**src/rtl/reg_cmd_decoder.sv**
```systemverilog
// reg_cmd_decoder: command front-end for the 16-entry channel register block.
// Turns link command words into register strobes and one response per command.
module reg_cmd_decoder #(
    parameter int unsigned TIMEOUT_CYCLES = 1024,
    parameter int unsigned CNT_W          = 16
) (
    input  logic             clk,
    input  logic             reset,
    input  logic [31:0]      rx_tdata,
    input  logic             rx_tvalid,
    output logic             rx_tready,
    output logic [31:0]      tx_tdata,
    output logic             tx_tvalid,
    input  logic             tx_tready,
    output logic [31:0]      reg_rx_data,
    output logic             reg_num_le,
    output logic             reg_wr_en,
    output logic             reg_rd_en,
    input  logic [31:0]      reg_tx_data,
    input  logic             illegal_reg_num,
    output logic [CNT_W-1:0] cmd_count,
    output logic [CNT_W-1:0] err_count
);

    localparam logic [7:0]  OP_SEL   = 8'h01;
    localparam logic [7:0]  OP_WR    = 8'h02;
    localparam logic [7:0]  OP_RD    = 8'h03;
    localparam logic [7:0]  ST_OK    = 8'h00;
    localparam logic [7:0]  ST_ILL   = 8'h01;
    localparam logic [7:0]  ST_TMO   = 8'h02;
    localparam logic [7:0]  ST_UNK   = 8'h03;
    localparam logic [15:0] TMO_LAST = 16'(TIMEOUT_CYCLES - 1);

    typedef enum logic [3:0] {
        S_IDLE,
        S_GET_SEL,
        S_LATCH,
        S_SEL_CHK,
        S_GET_WR,
        S_WR_DONE,
        S_RD_STROBE,
        S_RD_WAIT,
        S_SEND
    } state_t;

    state_t           state_q, state_d;
    logic [7:0]       op_q, op_d;
    logic [15:0]      tmo_q, tmo_d;
    logic             rx_tready_q, rx_tready_d;
    logic             tx_tvalid_q, tx_tvalid_d;
    logic [31:0]      tx_tdata_q, tx_tdata_d;
    logic [31:0]      reg_rx_data_q, reg_rx_data_d;
    logic             num_le_q, num_le_d;
    logic             wr_en_q, wr_en_d;
    logic             rd_en_q, rd_en_d;
    logic             resp_err_q, resp_err_d;
    logic [CNT_W-1:0] cmd_cnt_q, cmd_cnt_d;
    logic [CNT_W-1:0] err_cnt_q, err_cnt_d;

    logic       rx_hs;
    logic       tx_hs;
    logic       tmo_hit;
    logic [7:0] rx_op;
    logic       rx_known;

    assign rx_hs    = rx_tvalid && rx_tready_q;
    assign tx_hs    = tx_tvalid_q && tx_tready;
    assign tmo_hit  = (tmo_q == TMO_LAST);
    assign rx_op    = rx_tdata[7:0];
    assign rx_known = (rx_op == OP_SEL) || (rx_op == OP_WR) || (rx_op == OP_RD);

    function automatic logic [31:0] status(input logic [7:0] op, input logic [7:0] code);
        return {16'hACC0, op, code};
    endfunction

    always_ff @(posedge clk) begin
        if (reset) begin
            state_q       <= S_IDLE;
            op_q          <= '0;
            tmo_q         <= '0;
            rx_tready_q   <= 1'b0;
            tx_tvalid_q   <= 1'b0;
            tx_tdata_q    <= '0;
            reg_rx_data_q <= '0;
            num_le_q      <= 1'b0;
            wr_en_q       <= 1'b0;
            rd_en_q       <= 1'b0;
            resp_err_q    <= 1'b0;
            cmd_cnt_q     <= '0;
            err_cnt_q     <= '0;
        end else begin
            state_q       <= state_d;
            op_q          <= op_d;
            tmo_q         <= tmo_d;
            rx_tready_q   <= rx_tready_d;
            tx_tvalid_q   <= tx_tvalid_d;
            tx_tdata_q    <= tx_tdata_d;
            reg_rx_data_q <= reg_rx_data_d;
            num_le_q      <= num_le_d;
            wr_en_q       <= wr_en_d;
            rd_en_q       <= rd_en_d;
            resp_err_q    <= resp_err_d;
            cmd_cnt_q     <= cmd_cnt_d;
            err_cnt_q     <= err_cnt_d;
        end
    end

    always_comb begin
        state_d = state_q;
        unique case (state_q)
            S_IDLE: begin
                if (rx_hs) begin
                    if (rx_op == OP_SEL)     state_d = S_GET_SEL;
                    else if (rx_op == OP_WR) state_d = S_GET_WR;
                    else if (rx_op == OP_RD) state_d = S_RD_STROBE;
                    else                     state_d = S_SEND;
                end
            end
            S_GET_SEL: begin
                if (rx_hs)        state_d = S_LATCH;
                else if (tmo_hit) state_d = S_SEND;
            end
            S_LATCH:   state_d = S_SEL_CHK;
            S_SEL_CHK: state_d = S_SEND;
            S_GET_WR: begin
                if (rx_hs)        state_d = S_WR_DONE;
                else if (tmo_hit) state_d = S_SEND;
            end
            S_WR_DONE: state_d = S_SEND;
            // The read strobe was already decided at command accept.
            S_RD_STROBE: state_d = rd_en_q ? S_RD_WAIT : S_SEND;
            S_RD_WAIT:   state_d = S_SEND;
            S_SEND: begin
                if (tx_hs) state_d = S_IDLE;
            end
            default: state_d = S_IDLE;
        endcase
    end

    always_comb begin
        op_d          = op_q;
        tmo_d         = tmo_q;
        tx_tdata_d    = tx_tdata_q;
        reg_rx_data_d = reg_rx_data_q;
        num_le_d      = 1'b0;
        wr_en_d       = 1'b0;
        rd_en_d       = 1'b0;
        resp_err_d    = resp_err_q;
        cmd_cnt_d     = cmd_cnt_q;
        err_cnt_d     = err_cnt_q;
        unique case (state_q)
            S_IDLE: begin
                if (rx_hs) begin
                    op_d       = rx_op;
                    tmo_d      = '0;
                    resp_err_d = 1'b0;
                    if (rx_op == OP_RD) begin
                        rd_en_d = !illegal_reg_num;
                    end else if (!rx_known) begin
                        tx_tdata_d = status(rx_op, ST_UNK);
                        resp_err_d = 1'b1;
                    end
                end
            end
            S_GET_SEL, S_GET_WR: begin
                if (rx_hs) begin
                    if (state_q == S_GET_SEL) begin
                        reg_rx_data_d = rx_tdata;
                        num_le_d      = 1'b1;
                    end else if (!illegal_reg_num) begin
                        reg_rx_data_d = rx_tdata;
                        wr_en_d       = 1'b1;
                        tx_tdata_d    = status(op_q, ST_OK);
                    end else begin
                        tx_tdata_d = status(op_q, ST_ILL);
                        resp_err_d = 1'b1;
                    end
                end else if (tmo_hit) begin
                    tx_tdata_d = status(op_q, ST_TMO);
                    resp_err_d = 1'b1;
                end else begin
                    tmo_d = tmo_q + 16'd1;
                end
            end
            S_SEL_CHK: begin
                tx_tdata_d = status(op_q, illegal_reg_num ? ST_ILL : ST_OK);
                resp_err_d = illegal_reg_num;
            end
            S_RD_STROBE: begin
                if (!rd_en_q) begin
                    tx_tdata_d = status(op_q, ST_ILL);
                    resp_err_d = 1'b1;
                end
            end
            S_RD_WAIT: tx_tdata_d = reg_tx_data;
            S_SEND: begin
                if (tx_hs) begin
                    if (cmd_cnt_q != '1) cmd_cnt_d = cmd_cnt_q + CNT_W'(1);
                    if (resp_err_q && (err_cnt_q != '1)) err_cnt_d = err_cnt_q + CNT_W'(1);
                end
            end
            default: begin
            end
        endcase
        rx_tready_d = (state_d == S_IDLE) || (state_d == S_GET_SEL) || (state_d == S_GET_WR);
        tx_tvalid_d = (state_d == S_SEND);
    end

    assign rx_tready   = rx_tready_q;
    assign tx_tvalid   = tx_tvalid_q;
    assign tx_tdata    = tx_tdata_q;
    assign reg_rx_data = reg_rx_data_q;
    assign reg_num_le  = num_le_q;
    assign reg_wr_en   = wr_en_q;
    assign reg_rd_en   = rd_en_q;
    assign cmd_count   = cmd_cnt_q;
    assign err_count   = err_cnt_q;

endmodule
```
**config.mk**
```make
export PLATFORM = sky130hd
export DESIGN_NAME = reg_cmd_decoder
export DESIGN_NICKNAME = d
export VERILOG_FILES = /design/src/rtl/reg_cmd_decoder.sv
export SDC_FILE = /design/constraint.sdc
export NUM_CORES = 1
export LEC_CHECK = 0
export ABC_AREA = 1
export CAP_MARGIN = 20
export CORE_MARGIN = 5
export CORE_UTILIZATION = 44
export DETAILED_ROUTE_END_ITERATION = 10
export GPL_TIMING_DRIVEN = 0
export PLACE_DENSITY_LB_ADDON = 0.08
export SYNTH_ARGS = -nofsm -noshare
export SYNTH_HDL_FRONTEND = slang
export SYNTH_SLANG_ARGS = --single-unit
export TNS_END_PERCENT = 30
```
**constraint.sdc**
```tcl
create_clock -name clk -period 2 [get_ports clk]
set_input_delay 0.2 -clock clk [delete_from_list [all_inputs] [get_ports clk]]
set_output_delay 0.2 -clock clk [all_outputs]
set_load 0.005 [all_outputs]
```
==> qor.yml, run 1 <==
outcome:
  status: "finished, final reports clean"
worst_setup_path:
  endpoint: "tmo_q[0]$_SDFFE_PP0P_"
  worstPathRequired_ns: 2.32
  critical_path_depth: 8
  cpMostUsedCell: "nand2_1"
  reg2reg_to: "tmo_q[0]$_SDFFE_PP0P_"
  slowest_delay_ns: 0.32
  crit_start: "rx_tready$_SDFF_PP0_"
  cp_top_family: "simple AND/OR/NAND/NOR gates"
  worstPathArrival_ns: 2.23
  critical_path_buf_inv_count: 2
  path_class: "flop to flop"
  crit_chain: "nand2_1 -> inv_1 -> o21ai_4 -> nand2_2 -> nand2_4 -> buf_4 -> nand2_1 -> a21oi_1"
  end_kind: "flop"
  worstReg2RegStart: "rx_tready$_SDFF_PP0_"
  r2r_setup_slack_ns: 0.09
  slowest_stage: "dfxtp_1"
  cp-start-kind: "flop"
  path_max_fanout: 10
  rr_worst_depth: 8
placed_design:
  dp_hpwl_um: 13600
  numPortBuffers: 168
  gp_congestion: 0.9008
  post_dp_cell_area_mm2: 0.008132
power:
  p_seq_share_pct: 40.6
  ir_drop_mv: 0.6223
  total_power_mw: 6.810
  switching_share_pct: 24.82
  power.density_mw_per_mm2: 762.6
  p_leak_nw: 3.558
  combinationalPowerShare_pct: 12.6
  p_int_mw: 5.120
  power.share.clock_pct: 46.9
  p_sw_mw: 1.690
yosys:
  synth_edf_count: 0
  yosysMostFrequentCell: "nand2_1"
  avgSynthCellArea_um2: 6.833
  ys_warn_count: 0
  synth_top_family_by_area: "simple AND/OR/NAND/NOR gates"
  synth_top_area_share_pct: 41.81
  yosysTopAreaCell: "dfxtp_1"
  yosys.area_share.adder_pct: 0.6030
  synth_common_cells: "217 x nand2_1, 189 x nor2_1, 130 x dfxtp_1"
  yosysSeqAreaShare_pct: 41.81
  synth-simple-area-share_pct: 35.68
  netlist_instances: 911
  ys_types: 35
  ys_ff_latch: 130
  async_flop_share_pct: 0
  synth_area_leaders: "dfxtp_1 42%, nand2_1 13%, nor2_1 11%"
  synth_compound_area_share_pct: 11.44
  syn-num-nets: 983
  synth_ff_type: "dfxtp_1"
  synthesis.area_mm2: 0.006225
  synth-xor-area-share_pct: 2.673
  muxShareOfSynthArea_pct: 0
sta:
  clock.fmax_mhz: 524.1
  period_needed_ns: 1.908
  setup_tns_ns: 0
  tightest_slew_ns: 0.6784
  relSlewSlack_pct: 54.77
  final-setup-viol-count: 0
  finClkSkew_ns: 0.007775
  finalMaxSlewViolations: 0
  holdWs_ns: 0.1646
  hold_viol_final: 0
  period_share_pct: 95.40
clock_network:
  clk_pin_slew_ns: 0.06
  cts_hold_repair.buffers: 0
  clock_latency_ns: 0.42
  cts_inserted_buffers: 17
  cts_tree: "built"
  cts_max_level: 4
  root_buffer: "clkbuf_16"
  cts_sinks: 130
  clockBufferDepth: 2
die:
  die_w_um: 128.9
  ios: 170
  die_h_um: 128.9
  start_util_pct: 44.84
  core_mm2: 0.01388
  dieArea_mm2: 0.01663
  rows: 43
finish:
  antenna_cells: 0
  postLayoutCellArea_mm2: 0.008930
  fillers: 1302
  fin_nets: 1182
  drive_above_1_share_pct: 9.528
  area_growth_pct: 43.46
global_routing:
  antenna_found_initial: 0
  grt_pass1_vias: 5854
  grt_pass1_wl_um: 29310
  grt_usage_pct: 22.13
  grt_max_degree: 17
  overflow: 0
routing:
  finalWirelength_um: 18520
  routedWlPerCell_um: 14.21
  antenna_left: 0
  drc: 0
  via_per_inst: 4.919
  via_count: 6410
  first_pass_iters: 5
  drt_iter0_drc: 369
min_path:
  hold_start: "reset"
  hold_path_depth: 2
  min_path_type: "input pin to flop"
job:
  drv_cap: 0
==> metrics by stage <==
step | setup WS [ns] | cells | util [%]
global route | -0.01806 | 1303 | 64.33
detailed placement | -0.1786 | 1259 | 58.58
CTS | 0.009788 | 1291 | 63.02
global placement | -0.1779 | 1259 | 58.58
floorplan | 0.3111 | 911 | -
finish | 0.09196 | 1303 | 64.33
==> layer usage <==
metal | GRT usage (%) | routed length (µm) | part of all wire (%)
met2 | 35.58 | 8810 | 48
met5 | 0 | 0 | 0
met1 | 27.97 | 8132 | 44
met3 | 8.717 | 1411 | 7.6
met4 | 5.374 | 162 | 0.87
==> how the worst min path moves through the flow <==
stage	to
floorplan	reg_rd_en$_SDFF_PP0_
global placement	tx_tdata[23]$_SDFFE_PP0P_
detailed placement	tx_tdata[26]$_SDFFE_PP0P_
CTS	cmd_count[5]$_SDFFE_PP0P_
global route	cmd_count[5]$_SDFFE_PP0P_
finish	cmd_count[5]$_SDFFE_PP0P_
==> registers in the layout, indices dropped and copies added, names as in the netlist, 4 cells and up <==
signal       flops
cmd_count       16
state_q          4
err_count       16
tx_tdata        32
tmo_q           16
op_q             8
reg_rx_data     32
==> layout make-up <==
cell class	instances	area, µm²	area share, %
buffer	38	235.2	2.634
clock buffer	18	429.2	4.806
clock inverter	14	178.9	2.004
inverter	67	259.0	2.900
multi-input combinational	676	3222	36.08
sequential	130	2609	29.21
tap	180	225.2	2.522
timing repair buffer	180	1772	19.84
==> repair_timing <==
item,4_1_cts,5_1_grt
setup buffers,0,12
hold endpoints to repair,0,0
setup endpoints to repair,48,105
cloned,0,0
pin swaps,2,7
gates resized for setup,2,24
==> placed cells by master, fill, tap and decap left out, drive strengths merged, types with 6 or more instances in the layout <==
master         instances
o31ai                  6
inv                   70
xor2                  14
nor3                  13
nand3                 65
nand2                224
clkdlybuf4s50        168
dfxtp                130
o21ai                 51
nor2                 197
a21oi                 66
nand4                 18
clkbuf                33
buf                   35
==> worst reg2reg max path, cell delays in order (launching register included) <==
cell and delay [ns]:
dfxtp_1 0.32, nand2_1 0.31, inv_1 0.23, o21ai_4 0.22, nand2_2 0.12, nand2_4 0.13
buf_4 0.19, nand2_1 0.07, a21oi_1 0.21
==> power by group through the flow <==
| stage | logic [mW] | registers [mW] | clock network (mW) |
|---|---|---|---|
| 2_1_floorplan | 0.389 | 2.82 | 0 |
| 3_3_place_gp | 0.829 | 2.81 | 0 |
| 3_5_place_dp | 0.836 | 2.82 | 0 |
| 4_1_cts | 0.840 | 2.76 | 3.24 |
| 5_1_grt | 0.941 | 2.77 | 3.39 |
| 6_report | 0.855 | 2.76 | 3.19 |
==> cells by family after synthesis <==
group | after synthesis
AND/OR/NAND/NOR | 522
AO/OA/AOI/OAI | 132
flip-flops | 130
buffers and inverters | 105
XOR/XNOR | 19
adder cells (fa/ha/maj) | 3
No activity file was read; power rests on OpenSTA's default activity.
==> run 2: changes to the inputs <==
- CAP_MARGIN: 20 -> unset
- CORE_ASPECT_RATIO: unset -> 1.75
==> qor.yml, run 2 (synthesis results as in run 1) <==
power:
  p_int_mw: 4.994  # -2.5%
  ir_drop_mv: 0.4908  # -21%
  power.share.clock_pct: 45.9  # -1.0 points
  p_leak_nw: 3.509  # -1.4%
  p_sw_mw: 1.652  # -2.3%
  p_seq_share_pct: 41.6  # +1.0 points
  power.density_mw_per_mm2: 755.3  # -0.95%
  total_power_mw: 6.646  # -2.4%
  switching_share_pct: 24.85  # +0.034 points
  combinationalPowerShare_pct: 12.6  # about the same
sta:
  final-setup-viol-count: 0  # unchanged
  hold_viol_final: 0  # unchanged
  setup_tns_ns: 0  # unchanged
  period_share_pct: 92.55  # -2.8 points
  period_needed_ns: 1.851  # -0.05697 ns
  tightest_slew_ns: 0.6615  # -0.01694 ns
  rsz0062_at_grt: "true"
  finClkSkew_ns: 0.008805  # +0.001030 ns
  setup_ws_ns: 0.1489  # +0.05697 ns
  finalMaxSlewViolations: 0  # unchanged
  clock.fmax_mhz: 540.2  # +3.1%
  relSlewSlack_pct: 55.56  # +0.79 points
clock_network:
  cts_sinks: 130  # unchanged
  cts_tree: "built"
  cts_inserted_buffers: 17  # unchanged
  clockBufferDepth: 2  # unchanged
  cts_max_level: 4  # unchanged
  clock_latency_ns: 0.42  # about the same
  clk_pin_slew_ns: 0.06  # about the same
  root_buffer: "clkbuf_16"
placed_design:
  post_dp_cell_area_mm2: 0.008128  # about the same
  post-place-cells: 1256  # -0.24%
  place_ws_ns: -0.1433  # +0.03530 ns
  dp_hpwl_um: 14230  # +4.6%
  numPortBuffers: 168  # unchanged
  gp_congestion: 0.8878  # -1.4%
worst_setup_path:
  worstPathArrival_ns: 2.14  # -0.09 ns
  worstPathRequired_ns: 2.29  # -0.03 ns
  end_kind: "flop"
  path_class: "flop to flop"
  cp-start-kind: "flop"
  path_max_fanout: 5  # -5
global_routing:
  grt_max_degree: 17  # unchanged
  grt_pass1_vias: 6283  # +7.3%
  antenna_found_initial: 0  # unchanged
  overflow: 0  # unchanged
  grt_pass1_wl_um: 29870  # +1.9%
  grt_usage_pct: 22.15  # +0.027 points
routing:
  antenna_left: 0  # unchanged
  finalWirelength_um: 18590  # +0.41%
  via_per_inst: 4.997  # +1.6%
  via_count: 6456  # +0.72%
  drt_iter0_drc: 258  # -30%
  routedWlPerCell_um: 14.39  # +1.3%
  drc: 0  # unchanged
  first_pass_iters: 5  # unchanged
die:
  rows: 57  # +33%
  die_w_um: 99.91  # -23%
  dieArea_mm2: 0.01672  # +0.56%
  start_util_pct: 44.76  # -0.085 points
  die_h_um: 167.3  # +30%
  ios: 170  # unchanged
  core_mm2: 0.01391  # +0.19%
finish:
  drive_above_1_share_pct: 8.700  # -0.83 points
  final_common_cell: "nand2_1"
  layout.cells.non_filler: 1292  # -0.84%
  fillers: 1320  # +1.4%
  antenna_cells: 0  # unchanged
  fin_nets: 1175  # -0.59%
  area_growth_pct: 41.35
  postLayoutCellArea_mm2: 0.008798  # -1.5%
  layout_common_cells: "214 x nand2_1, 188 x nor2_1, 168 x clkdlybuf4s50_1"
job:
  drv_cap: 0  # unchanged
outcome:
  status: "finished, final reports clean"
min_path:
  min_path_type: "input pin to flop"
run 2: what timing repair did:
action | 4_1_cts | 5_1_grt
hold buffers | 0 | 0
setup buffers | 1 | 4
pin swaps | 1 | 5
setup endpoints to repair | 42 | 90
gates resized for setup | 3 | 15
run 2: path summary, 6_finish.rpt:
path / startpoint / end / slack (ns) / cells past startpoint
max: err_count[2]$_SDFFE_PP0P_ / err_count[11]$_SDFFE_PP0P_ / 0.15 / 7
max reg2reg: err_count[2]$_SDFFE_PP0P_ / err_count[11]$_SDFFE_PP0P_ / 0.15 / 7
min reg2reg: tx_tdata[31]$_SDFFE_PP0P_ / tx_tdata[31]$_SDFFE_PP0P_ / 0.47 / 2
min: reset / cmd_count[5]$_SDFFE_PP0P_ / 0.19 / 2
run 2: final cells by class:
class | instances | area, µm² | area share [%]
multi-input cells | 676 | 3182 | 36.16
well taps | 177 | 221.5 | 2.517
clock buffers | 18 | 439.2 | 4.991
repair buffers | 173 | 1719 | 19.54
flip-flops and latches | 130 | 2606 | 29.62
inverters | 67 | 259.0 | 2.944
plain buffers | 38 | 234.0 | 2.659
clock inverters | 13 | 137.6 | 1.564
run 2: power groups by stage:
stage	clock [mW]	combinational [mW]	sequential, mW
4_1_cts	3.10	0.838	2.76
2_1_floorplan	0	0.389	2.82
3_5_place_dp	0	0.834	2.82
3_3_place_gp	0	0.829	2.81
5_1_grt	3.20	0.923	2.78
6_report	3.05	0.836	2.76
run 2: per-layer routing:
| metal | vias to the layer above | GRT usage (%) | wire length [µm] |
|---|---|---|---|
| met4 | 0 | 9.096 | 423 |
| met3 | 31 | 6.953 | 1308 |
| li1 | 3301 | - | - |
| met5 | - | 0 | 0 |
| met2 | 180 | 40.30 | 9871 |
| met1 | 2944 | 23.00 | 6990 |
run 2: metrics by stage:
stage / hold WS (ns) / utilization (%)
finish: 0.1930 / 63.27
global placement: 0.4472 / 58.44
global route: 0.2125 / 63.27
floorplan: 0.2789 / -
detailed placement: 0.4593 / 58.44
CTS: 0.1886 / 62.74
run 2: critical path, stage by stage (launching register included):
cell and delay, ns:
dfxtp_1 0.41, nand3_1 0.18, nor3_1 0.55, nand4_1 0.26
nor2_1 0.16, nand2_1 0.05, nand2_1 0.07, nor2_1 0.04
==> run 3: changes to the inputs <==
- CORE_MARGIN: 5 -> 2
==> qor.yml, run 3 (synthesis results as in run 1) <==
outcome:
  status: "finished, final reports clean"
clock_network:
  cts_sinks: 130  # unchanged
  clk_pin_slew_ns: 0.06  # about the same
  cts_inserted_buffers: 17  # unchanged
  cts_max_level: 4  # unchanged
  root_buffer: "clkbuf_16"
  cts_tree: "built"
  clockBufferDepth: 2  # unchanged
  clock_latency_ns: 0.42  # about the same
routing:
  drc: 0  # unchanged
  antenna_left: 0  # unchanged
  first_pass_iters: 4  # -1
  routedWlPerCell_um: 13.92  # -3.3%
  via_per_inst: 5.018  # +0.42%
  finalWirelength_um: 18100  # -2.7%
  via_count: 6523  # +1.0%
  drt_iter0_drc: 272  # +5.4%
sta:
  period_share_pct: 93.88  # +1.3 points
  hold_viol_final: 0  # unchanged
  relSlewSlack_pct: 52.28  # -3.3 points
  period_needed_ns: 1.878  # +0.02651 ns
  clock.fmax_mhz: 532.6  # -1.4%
  tightest_slew_ns: 0.7103  # +0.04880 ns
  rsz0062_at_grt: "true"
  final-setup-viol-count: 0  # unchanged
  finalMaxSlewViolations: 0  # unchanged
  finClkSkew_ns: 0.009016  # +0.0002106 ns
finish:
  multi_input_area_mm2: 0.003211  # +0.90%
  area_growth_pct: 43.38
  antenna_cells: 0  # unchanged
  layout_common_cells: "215 x nand2_1, 187 x nor2_1, 168 x clkdlybuf4s50_1"
  fin_util_pct: 64.51  # +1.2 points
  final_common_cell: "nand2_1"
  seq_area_mm2: 0.002603  # -0.14%
  drive_above_1_share_pct: 9.350  # +0.65 points
  fillers: 1300  # -1.5%
  fin_nets: 1182  # +0.60%
global_routing:
  grt_pass1_vias: 6165  # -1.9%
  grt_usage_pct: 24.26  # +2.1 points
  antenna_found_initial: 0  # unchanged
  overflow: 0  # unchanged
  grt_max_degree: 17  # unchanged
  grt_pass1_wl_um: 29260  # -2.1%
placed_design:
  dp_hpwl_um: 13560  # -4.7%
  gp_congestion: 0.8562  # -3.6%
  numPortBuffers: 168  # unchanged
min_path:
  min_path_type: "input pin to flop"
power:
  power.share.clock_pct: 47.3  # +1.4 points
  ir_drop_mv: 0.6815  # +39%
  total_power_mw: 6.860  # +3.2%
  p_seq_share_pct: 40.3  # -1.3 points
  combinationalPowerShare_pct: 12.4  # -0.2 points
  switching_share_pct: 24.11  # -0.74 points
  power.density_mw_per_mm2: 768.7  # +1.8%
  p_leak_nw: 3.562  # +1.5%
  p_sw_mw: 1.654  # +0.13%
  p_int_mw: 5.206  # +4.2%
die:
  die_w_um: 93.91  # -6.0%
  core_mm2: 0.01384  # -0.51%
  rows: 57  # unchanged
  die_h_um: 161.3  # -3.6%
  start_util_pct: 44.99  # +0.23 points
  ios: 170  # unchanged
  dieArea_mm2: 0.01515  # -9.4%
worst_setup_path:
  path_class: "flop to flop"
  slowest_stage: "a21oi_4"
  worstPathRequired_ns: 2.31  # +0.02 ns
  cp-start-kind: "flop"
  worstPathArrival_ns: 2.19  # +0.05 ns
  end_kind: "flop"
  slowest_delay_ns: 0.30  # -0.25 ns
  path_max_fanout: 10  # +5
  crit_chain: "buf_2 -> nor2_4 -> nand2_1 -> inv_1 -> nand3_1 -> a21oi_4 -> buf_6 -> nand3_1 -> nand2_1 -> nor2_1"
job:
  drv_cap: 0  # unchanged
==> run 3: metrics by stage <==
step                      worst slack (ns)  setup TNS, ns  hold WS, ns  area, µm²  std cells
after floorplan                     0.3111              0       0.2789       6225        911
after global placement             -0.1443         -4.374       0.4506       8128       1256
after detailed placement           -0.1495         -5.009       0.4625       8128       1256
after CTS                        0.0009335              0       0.1873       8768       1288
after global routing              -0.02089       -0.03957       0.2186       8925       1300
final                               0.1224              0       0.1817       8925       1300
==> run 3: worst paths after layout <==
kind,startpoint,endpoint,slack (ns),cells after the start
min reg2reg,op_q[0]$_SDFFE_PP0P_,op_q[0]$_SDFFE_PP0P_,0.47,2
min,reset,cmd_count[4]$_SDFFE_PP0P_,0.18,2
max,state_q[1]$_SDFF_PP0_,tx_tdata[13]$_SDFFE_PP0P_,0.12,10
max reg2reg,state_q[1]$_SDFF_PP0_,tx_tdata[13]$_SDFFE_PP0P_,0.12,10
==> run 3: repair_timing <==
item	in CTS	in global routing
setup buffers	0	11
resized for setup	5	16
pin swaps	1	7
gates cloned	0	1
setup endpoints to repair	50	101
hold buffers	0	0
==> run 3: power by group through the flow <==
stage | Combinational (mW) | Sequential, mW | Clock (mW)
floorplan | 0.389 | 2.82 | 0
global placement | 0.820 | 2.82 | 0
detailed placement | 0.824 | 2.82 | 0
CTS | 0.828 | 2.76 | 3.28
global route | 0.932 | 2.78 | 3.42
finish | 0.848 | 2.77 | 3.25
==> run 3: layer usage <==
layer	up-vias	GRT usage, %	wire length (µm)
met5	-	0	0
met4	0	9.091	435
met3	35	5.924	969
met2	182	44.71	9774
met1	2980	26.12	6915
li1	3326	-	-
==> run 3: final cells by class <==
cell class | count | area share [%]
Tap cell | 177 | 2.481
Buffer | 38 | 2.622
Clock buffer | 20 | 5.229
Clock inverter | 12 | 1.752
Timing Repair Buffer | 179 | 19.91
Sequential cell | 130 | 29.16
Multi-Input combinational cell | 677 | 35.97
Inverter | 67 | 2.874
==> run 3: worst max-delay path: cells and delay by family, from the launching register on <==
family,cells,cell delay (ns)
compound gates,1,0.30
flops,1,0.29
simple gates,6,0.72
buf+inv,3,0.48
==> variant (config.mk and constraints of run 3) <==
Re-encode `state_t` (9 states) as one-hot, 9 bits wide.
--- a/src/rtl/reg_cmd_decoder.sv
+++ b/src/rtl/reg_cmd_decoder.sv
@@ -33,12 +33,12 @@
 
-    typedef enum logic [3:0] {
-        S_IDLE,
-        S_GET_SEL,
-        S_LATCH,
-        S_SEL_CHK,
-        S_GET_WR,
-        S_WR_DONE,
-        S_RD_STROBE,
-        S_RD_WAIT,
-        S_SEND
+    typedef enum logic [8:0] {
+        S_IDLE      = 9'b000000001,
+        S_GET_SEL   = 9'b000000010,
+        S_LATCH     = 9'b000000100,
+        S_SEL_CHK   = 9'b000001000,
+        S_GET_WR    = 9'b000010000,
+        S_WR_DONE   = 9'b000100000,
+        S_RD_STROBE = 9'b001000000,
+        S_RD_WAIT   = 9'b010000000,
+        S_SEND      = 9'b100000000
     } state_t;
Function: same outputs for any inputs over 4 cycles, from zero or initial values and one cycle with reset high; so few cycles prove little.
==> variant against run 3 <==
Global-route usage rose by 1.5 points; worst hold slack gained 160 ps; final area up 4.0%; area after synthesis is 5.6% higher; worst setup slack worse by 44 ps; critical path depth fell by 4; sequential cell count up 5; routed wire length increased by 11%.
Power is not compared: it rests on default switching activity, and its combinational part moved more than twofold at a synthesized area within 25%.
==> variant: results (changes against run 3) <==
outcome finished clean (unchanged); CTS buffer count 17 (unchanged); CTS Buffer Depth 2 (unchanged); clk root buf clkbuf_16 (unchanged); Placed Area 8490 um^2 (was 8130 um^2); Syn Area/Cell 6.98 um^2 (was 6.83 um^2); largest net degree at the start of global routing 17 (unchanged); post-layout net count 1,206 (was 1,182); Yosys cell types 40 (was 35); Post-Place Worst Slack -272 ps (was -149 ps); CP max-delay cell nor3_2 (was a21oi_4); Hold Crit Start reg_tx_data[17] (was reset); DR WL/cell 15.1 um (was 13.9 um); Net Count, Synth 1,014 (was 983); Synth Area in Adders 0.571% (was 0.603%); Arrival @ worst endpoint 2250 ps (was 2190 ps); H-tree levels 4 (unchanged); layout cells sized above 1 10.9% (was 9.35%); Clock Skew 15.5 ps (was 9.02 ps); Synth top cells by count nand2_1 (222), dfxtp_1 (135), nor2_1 (135), a21oi_1 (92), inv_1 (81) (was nand2_1 (217), nor2_1 (189), dfxtp_1 (130), a21oi_1 (65), inv_1 (63)); FILL cells 1,421 (was 1,300); asr flop ratio synth 0% (unchanged); worst slew pin tran 720 ps (was 710 ps); xor/xnor share of the synthesized area 3.20% (was 2.67%); Hold Crit Class in2reg (unchanged); initial antenna violation count 0 (unchanged); crit path max fanout 10 (unchanged); leak pwr 3.67 nW; vias in the first global route 6,698 (was 6,165); mux cell area share after synthesis 0% (unchanged); initial drt markers 272 (unchanged); Remaining DRCs 0 (unchanged); Placer Congestion 0.940 (was 0.856); crit path from state_q[6]$_SDFF_PP0_ (was state_q[1]$_SDFF_PP0_); ys flop type dfxtp_1 (unchanged); GRT Total Usage 25.8% (was 24.3%); Inserted Diodes 0 (unchanged); first-pass GRT wire length 32.5 mm (was 29.3 mm); IO Port Bufs 169 (was 168); via/cell ratio 5.07 (was 5.02); clock latency at the later pin of the worst-skew pair 420 ps (about the same); Worst VDD drop 0.000618 V; Syn. warnings 0 (unchanged); dpl hpwl 15.3 mm (was 13.6 mm); top post-synthesis cells by area dfxtp_1 (41%), nand2_1 (13%), nor2_1 (7.7%) (was dfxtp_1 (42%), nand2_1 (13%), nor2_1 (11%)); Seq/Total Area, Yosys 41.1% (was 41.8%); Worst-path clk slew 60 ps (about the same); DR pass1 iterations 6 (was 4); final std cells w/o fill 1,330 (was 1,300); CP max stage delay 430 ps (was 300 ps); complex-gate fraction of the synthesized area 12.7% (was 11.4%)
[variant: worst max-delay path, delay by kind of cell, from the launching register on]
family	cells	cell delay [ps]
AOI/OAI and AO/OA	1	180
buffers and inverters	1	430
DFF	1	350
and+or+nand+nor	4	880
[variant: timing repair]
action	4_1_cts	5_1_grt
endpoints found under the setup margin	26	77
setup buffers	0	4
resized for setup	4	27
[variant: final cells by class]
cell class	instances	area (um^2)	share of cell area (%)
Inverter	92	355	3.83
Timing Repair Buffer	173	1720	18.6
Clock inverter	13	218	2.35
Multi-Input combinational cell	681	3390	36.5
Buffer	34	218	2.35
Clock buffer	19	443	4.77
Tap cell	183	229	2.47
Sequential cell	135	2710	29.2
[variant: worst paths after layout]
| path | end | slack [ps] | cells past startpoint |
|---|---|---|---|
| max | err_count[11]$_SDFFE_PP0P_ | 80 | 6 |
| min | tx_tdata[17]$_SDFFE_PP0P_ | 340 | 3 |
| max reg2reg | err_count[11]$_SDFFE_PP0P_ | 80 | 6 |
| min reg2reg | tx_tdata[17]$_SDFFE_PP0P_ | 460 | 2 |
[variant: cell families (layout without fill, tap and decap cells)]
logic type      Yosys count  count (layout)
fa+ha+maj                 3               3
simple gates            497             497
compound gates          157             157
buf+inv                 126             331
xor+xnor                 24              24
flops                   135             135
[variant: where the power goes]
part           internal (mW)  switching [mW]
clock                   2.26            1.26
sequential              2.94           0.143
combinational          0.946            1.12
total                   6.15            2.52
[variant: metal layers]
| metal | GRT usage (%) | share of wire [%] | vias to the layer above |
|---|---|---|---|
| met5 | 0 | 0 | - |
| met4 | 9.74 | 2.3 | 0 |
| met3 | 5.91 | 4.9 | 26 |
| met2 | 47.8 | 55 | 168 |
| met1 | 27.1 | 38 | 3114 |
| li1 | - | - | 3441 |
